**src/rtl/path_reader_if.sv**
```systemverilog
// Bundles the stack-side and consumer-side signals of path_reader.
// The slave modport is the reader itself; master is the stack/consumer side.
interface path_reader_if #(
    parameter int LOC_W = 8,
    parameter int CNT_W = 7
);
    logic             start;
    logic             stk_nonempty;
    logic [LOC_W-1:0] stk_loc;
    logic             stk_pop;
    logic [LOC_W-1:0] out_loc;
    logic             out_valid;
    logic             out_ready;
    logic [CNT_W-1:0] path_len;
    logic             busy;
    logic             done;
    logic             overflow;

    modport master (
        output start, stk_nonempty, stk_loc, out_ready,
        input  stk_pop, out_loc, out_valid, path_len, busy, done, overflow
    );

    modport slave (
        input  start, stk_nonempty, stk_loc, out_ready,
        output stk_pop, out_loc, out_valid, path_len, busy, done, overflow
    );
endinterface

```
**src/rtl/path_reader.sv**
```systemverilog
// Drains the solver's location stack (goal first) into a local buffer and
// replays it start-to-goal over a valid/ready stream.
module path_reader #(
    parameter int LOC_W = 8,
    parameter int DEPTH = 64,
    parameter int CNT_W = 7
) (
    input logic          clk,
    input logic          rst,
    path_reader_if.slave bus
);
    localparam int AW = (DEPTH > 1) ? $clog2(DEPTH) : 1;
    localparam logic [CNT_W-1:0] DEPTH_C = CNT_W'(DEPTH);

    typedef enum logic [2:0] {
        IDLE = 3'd0,
        POP  = 3'd1,
        CAP  = 3'd2,
        EMIT = 3'd3,
        FIN  = 3'd4
    } state_t;

    state_t           state, stateNext;
    logic [CNT_W-1:0] wrCnt, wrCntNext;
    logic [CNT_W-1:0] rdIdx, rdIdxNext;
    logic [CNT_W-1:0] pathLen, pathLenNext;
    logic [CNT_W-1:0] wrInc;
    logic [AW-1:0]    rdPrev;
    logic             overflowQ, overflowNext;
    logic [LOC_W-1:0] outLocQ, outLocNext;
    logic             stkPopQ, outValidQ, busyQ, doneQ;
    logic             bufWe;
    logic [LOC_W-1:0] pathBuf [DEPTH];

    // Next-state and datapath decode; outputs are registered from stateNext.
    always_comb begin
        stateNext    = state;
        wrCntNext    = wrCnt;
        rdIdxNext    = rdIdx;
        pathLenNext  = pathLen;
        overflowNext = overflowQ;
        outLocNext   = outLocQ;
        bufWe        = 1'b0;
        wrInc        = wrCnt + CNT_W'(1);
        rdPrev       = rdIdx[AW-1:0] - AW'(1);
        case (state)
            IDLE: begin
                if (bus.start) begin
                    pathLenNext  = '0;
                    overflowNext = 1'b0;
                    wrCntNext    = '0;
                    stateNext    = bus.stk_nonempty ? POP : FIN;
                end else begin
                    stateNext = IDLE;
                end
            end
            POP: stateNext = CAP;
            CAP: begin
                bufWe     = 1'b1;
                wrCntNext = wrInc;
                if (!bus.stk_nonempty) begin
                    pathLenNext = wrInc;
                    rdIdxNext   = wrCnt;
                    // The top word is being written this cycle, so bypass the buffer.
                    outLocNext  = bus.stk_loc;
                    stateNext   = EMIT;
                end else if (wrInc < DEPTH_C) begin
                    stateNext = POP;
                end else begin
                    overflowNext = 1'b1;
                    stateNext    = FIN;
                end
            end
            EMIT: begin
                if (!bus.out_ready) begin
                    stateNext = EMIT;
                end else if (rdIdx == '0) begin
                    stateNext = FIN;
                end else begin
                    rdIdxNext  = rdIdx - CNT_W'(1);
                    outLocNext = pathBuf[rdPrev];
                end
            end
            FIN:     stateNext = IDLE;
            default: stateNext = IDLE;
        endcase
    end

    // Control state, counters and registered outputs.
    always_ff @(posedge clk or posedge rst) begin
        if (rst) begin
            state     <= IDLE;
            wrCnt     <= '0;
            rdIdx     <= '0;
            pathLen   <= '0;
            overflowQ <= 1'b0;
            outLocQ   <= '0;
            stkPopQ   <= 1'b0;
            outValidQ <= 1'b0;
            busyQ     <= 1'b0;
            doneQ     <= 1'b0;
        end else begin
            state     <= stateNext;
            wrCnt     <= wrCntNext;
            rdIdx     <= rdIdxNext;
            pathLen   <= pathLenNext;
            overflowQ <= overflowNext;
            outLocQ   <= outLocNext;
            stkPopQ   <= (stateNext == POP);
            outValidQ <= (stateNext == EMIT);
            busyQ     <= (stateNext != IDLE);
            doneQ     <= (stateNext == FIN);
        end
    end

    // Path buffer; contents are don't-care after reset.
    always_ff @(posedge clk) begin
        if (bufWe) begin
            pathBuf[wrCnt[AW-1:0]] <= bus.stk_loc;
        end
    end

    assign bus.stk_pop   = stkPopQ;
    assign bus.out_loc   = outLocQ;
    assign bus.out_valid = outValidQ;
    assign bus.path_len  = pathLen;
    assign bus.busy      = busyQ;
    assign bus.done      = doneQ;
    assign bus.overflow  = overflowQ;
endmodule

```
**src/flat_wrapper.sv**
```systemverilog
// flat-port wrapper written by rule: the top's interface ports become plain ports
module path_reader_flat 
#(
    parameter int LOC_W = 8,
    parameter int DEPTH = 64,
    parameter int CNT_W = 7
)
  (clk, rst, bus_start, bus_stk_nonempty, bus_stk_loc, bus_out_ready, bus_stk_pop, bus_out_loc, bus_out_valid, bus_path_len, bus_busy, bus_done, bus_overflow);
  path_reader_if #(.LOC_W(LOC_W), .CNT_W(CNT_W)) bus_i ();
  input logic clk;
  input logic rst;
  input wire logic [$bits(bus_i.start)-1:0] bus_start;
  input wire logic [$bits(bus_i.stk_nonempty)-1:0] bus_stk_nonempty;
  input wire logic [$bits(bus_i.stk_loc)-1:0] bus_stk_loc;
  input wire logic [$bits(bus_i.out_ready)-1:0] bus_out_ready;
  output wire logic [$bits(bus_i.stk_pop)-1:0] bus_stk_pop;
  output wire logic [$bits(bus_i.out_loc)-1:0] bus_out_loc;
  output wire logic [$bits(bus_i.out_valid)-1:0] bus_out_valid;
  output wire logic [$bits(bus_i.path_len)-1:0] bus_path_len;
  output wire logic [$bits(bus_i.busy)-1:0] bus_busy;
  output wire logic [$bits(bus_i.done)-1:0] bus_done;
  output wire logic [$bits(bus_i.overflow)-1:0] bus_overflow;
  assign bus_i.start = bus_start;
  assign bus_i.stk_nonempty = bus_stk_nonempty;
  assign bus_i.stk_loc = bus_stk_loc;
  assign bus_i.out_ready = bus_out_ready;
  assign bus_stk_pop = bus_i.stk_pop;
  assign bus_out_loc = bus_i.out_loc;
  assign bus_out_valid = bus_i.out_valid;
  assign bus_path_len = bus_i.path_len;
  assign bus_busy = bus_i.busy;
  assign bus_done = bus_i.done;
  assign bus_overflow = bus_i.overflow;
  path_reader #(.LOC_W(LOC_W), .DEPTH(DEPTH), .CNT_W(CNT_W)) u_core (.clk(clk), .rst(rst), .bus(bus_i));
endmodule
```
**config.mk**
```make
export PLATFORM = sky130hd
export DESIGN_NAME = path_reader_flat
export DESIGN_NICKNAME = d
export VERILOG_FILES = /design/src/rtl/path_reader_if.sv /design/src/rtl/path_reader.sv /design/src/flat_wrapper.sv
export SDC_FILE = /design/constraint.sdc
export NUM_CORES = 1
export LEC_CHECK = 0
export ABC_AREA = 1
export CORE_UTILIZATION = 67
export CTS_CLUSTER_DIAMETER = 30
export DETAILED_ROUTE_END_ITERATION = 7
export GPL_TIMING_DRIVEN = 0
export PLACE_DENSITY = 0.84
export SLEW_MARGIN = 20
export SYNTH_ARGS = -nofsm -noshare
export SYNTH_HDL_FRONTEND = slang
export SYNTH_SLANG_ARGS = --single-unit
```
**constraint.sdc**
```tcl
create_clock -name clk -period 4.3 [get_ports clk]
set_input_delay 1.075 -clock clk [delete_from_list [all_inputs] [get_ports clk]]
set_output_delay 1.075 -clock clk [all_outputs]
set_load 0.05 [all_outputs]
```
==> results_dict.tcl <==
set metrics [dict create \
    antenna_found_initial 1 \
    grt_max_degree 66 \
    drive_above_1_share_pct 11.1 \
    fin_crit_sh_pct 98.7 \
    cp-end-kind "register" \
    syn_to_final_growth_pct 18.9 \
    fmax_ghz 0.236 \
    gr-total-overflow 0 \
    ys_seq_area_share_pct 72.0 \
    worstPathArrival_ns 4.74 \
    num_rows 66 \
    post_drt_wl_per_cell_um 27.2 \
    slew_headroom_pct 31.4 \
    cts_resized 0 \
    p_seq_share_pct 26.6 \
    grt_pass1_vias 17400 \
    clkPwrFrac_pct 33.3 \
    synth_seq_cells 549 \
    finalCriticalPeriod_ns 4.24 \
    postCtsHoldBufs 0 \
    postRouteAntennaNets 0 \
    rsz0062_at_grt "false" \
    crit_family "buffers and inverters" \
    fin_skew_ns 0.0243 \
    tightest_slew_ns 1.03 \
    start_kind "register" \
    place_ws_ns 0.171 \
    finalWorstSetupSlack_ns 0.0568 \
    vias 17700 \
    comb_power_share_pct 40.1 \
    critPathMaxFanout 10 \
    drt_wl_total_um 72500 \
    fp.dieW_um 186 \
    path_cells "buf_2, inv_2, buf_4, buf_2, clkbuf_4, ha_1, xnor2_1, buf_2, buf_1, nand3_1, nand3_1, nand3_1, nand2_1, nand2_1, nand3_1, nand2_1" \
    synthCells 2002 \
    layout.nets 2151 \
    place_hpwl_um 44300 \
    start_util_pct 68.8 \
    p_per_area_nw_per_um2 862 \
    syn_area_per_cell_um2 11.3 \
    dr.pass1.iters 7 \
    port_buffers 32 \
    cpMaxStageDelayCell "buf_1" \
    grt_pass1_wl_um 105000 \
    dieArea_um2 34500 \
    htree_num_levels 3 \
    setup_tns_ns 0 \
    die_y_um 186 \
    coreArea_um2 32900 \
    pin_count 33 \
    vias_per_cell 6.66 \
    yosys_warnings 0 \
    status "finished, final reports clean" \
    cts_buffers 96 \
    post_cts_buffers 0 \
    cts_tree "built" \
    clk_path_buf_depth 3 \
    p_sw_share_pct 42.7 \
    hold_class "register to register" \
    clk_latency_ns 0.62 \
    cp.buffers_inverters 7 \
    syn_area_um2 22600 \
    setup.worst_path.class "register to register" \
    max_stage_delay_ns 0.74 \
    yosys.cell_types.count 28 \
    finalMaxSlewViolations 0 \
    hold_violations 0 \
    grtUsageTotal_pct 43.4 \
    clockRootBuffer "clkbuf_16" \
    synth_nets 2017 \
    cp_common_cell "nand3_1" \
    power_switching_mw 9.90 \
    crit_required_ns 4.80 \
    maxCapViolations 0 \
    ir_drop_mv 0.487 \
    drtIter0Drc 3311 \
    setup_viol 0 \
    place_congestion 0.986 \
    clkTransAtPathRegs_ns 0.05 \
    p_int_mw 13.3 \
    drc 0 \
    cts_sinks 549 \
    power_leakage_nw 9.83 \
]
## power by group through the flow
stage	registers (mW)	logic [mW]	clock network [mW]
after floorplan	6.47	4.80	0
final	6.16	9.29	7.72
after CTS	6.16	8.72	7.66
after global routing	6.18	9.54	7.91
after detailed placement	6.26	8.41	0
after global placement	6.26	8.21	0
## cells in the final DEF, fill, tap and decap left out, types with 13 or more instances in the layout
| cell | instances |
|---|---|
| buf_2 | 46 |
| o21ai_0 | 204 |
| inv_6 | 13 |
| clkinv_2 | 15 |
| nor2_1 | 466 |
| inv_1 | 70 |
| o211ai_1 | 30 |
| clkbuf_1 | 56 |
| dfrtp_1 | 37 |
| clkbuf_16 | 99 |
| clkdlybuf4s50_1 | 24 |
| edfxtp_1 | 512 |
| nand2_1 | 277 |
| nand3_1 | 250 |
## cell families after synthesis
| family | Yosys count | synth area share (%) |
|---|---|---|
| XOR/XNOR | 7 | 0.371 |
| buffers and inverters | 190 | 3.42 |
| flip-flops | 549 | 72.0 |
| adder cells (fa/ha/maj) | 2 | 0.111 |
| AND/OR/NAND/NOR | 1002 | 18.1 |
| AO/OA/AOI/OAI | 252 | 5.95 |
## final cells by class
type,instances,area [um2]
tap,442,553
multi-input combinational,1263,5550
timing repair buffer,36,390
clock buffer,110,2560
clock inverter,70,749
buffer,112,494
antenna,2,5.00
fill,1715,5970
sequential,549,16300
inverter,78,293
## sequential cells by signal (all words and copies together) (netlist names)
| signal | count |
|---|---|
| u_core.pathBuf | 512 |
| u_core.bus.out_loc | 8 |
| u_core.bus.path_len | 7 |
| u_core.rdIdx | 7 |
| u_core.wrCnt | 7 |
| u_core.state | 3 |
| u_core.bus.busy | 1 |
| u_core.bus.done | 1 |
| u_core.bus.out_valid | 1 |
| u_core.bus.overflow | 1 |
| u_core.bus.stk_pop | 1 |
## metrics by stage
step                instances  power [mW]  utilization [%]  hold slack [ns]  cell area (um2)
finish                   2662        23.2             81.8            0.496            26900
floorplan                2002        11.3                -            0.444            22600
global placement         2476        14.5             71.5            0.469            23500
CTS                      2660        22.5             81.8            0.497            26900
global route             2660        23.6             81.8            0.515            26900
detailed placement       2480        14.7             71.7            0.470            23600
## cells in the mapped netlist (all sizes together)
cell type  instances  area share, %
edfxtp           512             68
nor2             468            7.8
nand2            278            4.6
nand3            250            5.5
o21ai            215            4.8
inv               78            1.3
buf               60            1.3
clkbuf            52           0.86
dfrtp             37            4.1
o211ai            30            1.0
xor2               6           0.33
a21oi              3          0.066
ha                 2           0.11
nand4              2          0.055
nor3               2          0.044
o22ai              2          0.055
nand3b             1          0.033
o2111ai            1          0.039
o221ai             1          0.039
or2                1          0.028
xnor2              1          0.039
## routing by layer
layer	track usage, %	up-vias	part of all wire [%]	routed length, um
li1	-	7275	-	-
met4	29.0	2	7.2	5200
met2	66.9	1725	46	33300
met3	12.6	405	15	10800
met1	53.6	8335	32	23200
met5	0	-	0.017	12
## worst reg2reg max path: stages (launching register included)
cell and delay [ns]:
dfrtp_1 0.35, buf_2 0.17, inv_2 0.18, buf_4 0.25
buf_2 0.33, clkbuf_4 0.33, ha_1 0.28, xnor2_1 0.16
buf_2 0.33, buf_1 0.74, nand3_1 0.30, nand3_1 0.19
nand3_1 0.12, nand2_1 0.18, nand2_1 0.09, nand3_1 0.10
nand2_1 0.05
## final timing paths
kind                                                   startpoint                                 end  slack, ns  cells after the start
worst max register to register        u_core.rdIdx[0]$_DFFE_PP0P_   u_core.bus.out_loc[6]$_DFFE_PP0P_       0.06                     16
min in group asynchronous                                     rst  u_core.bus.path_len[2]$_DFFE_PP0P_       0.95                      2
worst max-delay path                  u_core.rdIdx[0]$_DFFE_PP0P_   u_core.bus.out_loc[6]$_DFFE_PP0P_       0.06                     16
worst min-delay path            u_core.bus.out_loc[2]$_DFFE_PP0P_   u_core.bus.out_loc[2]$_DFFE_PP0P_       0.50                      2
worst min register to register  u_core.bus.out_loc[2]$_DFFE_PP0P_   u_core.bus.out_loc[2]$_DFFE_PP0P_       0.50                      2
max in group asynchronous                                     rst         u_core.rdIdx[0]$_DFFE_PP0P_       2.82                      2
Power figures use the tool's default switching activity.
==> patch: new RTL, config.mk and constraints unchanged <==
`CNT_W` is set to 7 in 3 places; all go to 14.
--- a/src/rtl/path_reader_if.sv
+++ b/src/rtl/path_reader_if.sv
@@ -4,3 +4,3 @@
     parameter int LOC_W = 8,
-    parameter int CNT_W = 7
+    parameter int CNT_W = 14
 );
--- a/src/rtl/path_reader.sv
+++ b/src/rtl/path_reader.sv
@@ -5,3 +5,3 @@
     parameter int DEPTH = 64,
-    parameter int CNT_W = 7
+    parameter int CNT_W = 14
 ) (
--- a/src/flat_wrapper.sv
+++ b/src/flat_wrapper.sv
@@ -5,3 +5,3 @@
     parameter int DEPTH = 64,
-    parameter int CNT_W = 7
+    parameter int CNT_W = 14
 )
Ports: changed (resized bus_path_len); port bits go from 33 to 40. The function was not compared with the original's and may differ.
==> patch against the original RTL <==
- global-route usage decreased by 0.65 points
- sequential power rose by 3.6%
- routed wire length grew 3.9%
- setup slack worse by 0.035 ns
- cell count increased by 5.0%
- core utilization shrank 0.62 points
- area after synthesis is 5.5% higher
- non-clock buffer count is 17 higher
- cell area rose by 5.1%
- clock power is 2% higher
- count of clock-buffer cells in the layout decreased by 11
- sequential cell count increased by 21
- critical path depth grew 3
- total power increased by 2.4%
==> patch: results (changes against the original RTL) <==
status finished, final reports clean; PwrDens 840 nW/um2 (-2.6%); VDD IR max 0.000588 V (+21%); r2r endpoint u_core.bus.out_loc[5]; synth cell count leaders edfxtp_1, nor2_1, o21ai_0; FILL cells 1843 (+7.5%); sequential cell area 16800 um2 (+3.2%); DRT Wirelength 75300 um (+3.9%); Non-Filler Instances 2796 (+5.0%); placed cell count 2621 (+5.7%); met3 WL post-DR 12100 um (+12%); layout cells sized above 1 11.3% (+0.20 points); hold path start u_core.bus.out_loc[4]; area of the multi-input gates 6120 um2 (+10%); met1 WL 25200 um (+8.3%); library cells used by synthesis 35 (+25%); vias in the first global route 18141 (+4.3%); ant diodes 3 (+1); Placed Area 24900 um2 (+5.8%); Final #Nets 2276 (+5.8%); first-pass GRT wire length 110000 um (+4.6%); clk_buf instances 99 (-10%); design area 28300 um2 (+5.1%); met2 wire len 33100 um (-0.44%); Final GP Congestion 1.07 (+8.1%); Static Leak 10.2 nW (+4.0%); reg2reg setup slack 0.02 ns (-0.04 ns); DP HPWL 46500 um (+5.0%); met3 track demand over resource 14.0% (+1.4 points); Hold Path End u_core.bus.out_loc[4]
[patch: how the worst max path moves through the flow]
| stage | from | to | slack, ns |
|---|---|---|---|
| CTS | u_core.rdIdx[0] | u_core.bus.out_loc[6] | 0.22 |
| floorplan | u_core.rdIdx[0] | u_core.bus.out_loc[3] | 1.70 |
| finish | u_core.rdIdx[0] | u_core.bus.out_loc[5] | 0.02 |
| global placement | bus_stk_loc[0] | u_core.pathBuf[43][0] | 0.24 |
| global route | u_core.rdIdx[0] | u_core.bus.out_loc[3] | 0.06 |
| detailed placement | u_core.rdIdx[0] | u_core.bus.out_loc[2] | 0.31 |
[patch: logic make-up (layout without fill, tap and decap cells)]
family | count (synthesis) | count (layout) | share of synthesized area, %
adder cells (fa/ha/maj) | 2 | 2 | 0.105
buffers and inverters | 204 | 420 | 3.89
XOR/XNOR | 12 | 12 | 0.597
other | 0 | 3 | 0
AND/OR/NAND/NOR | 990 | 990 | 17.1
flip-flops | 570 | 570 | 70.5
AO/OA/AOI/OAI | 344 | 344 | 7.89
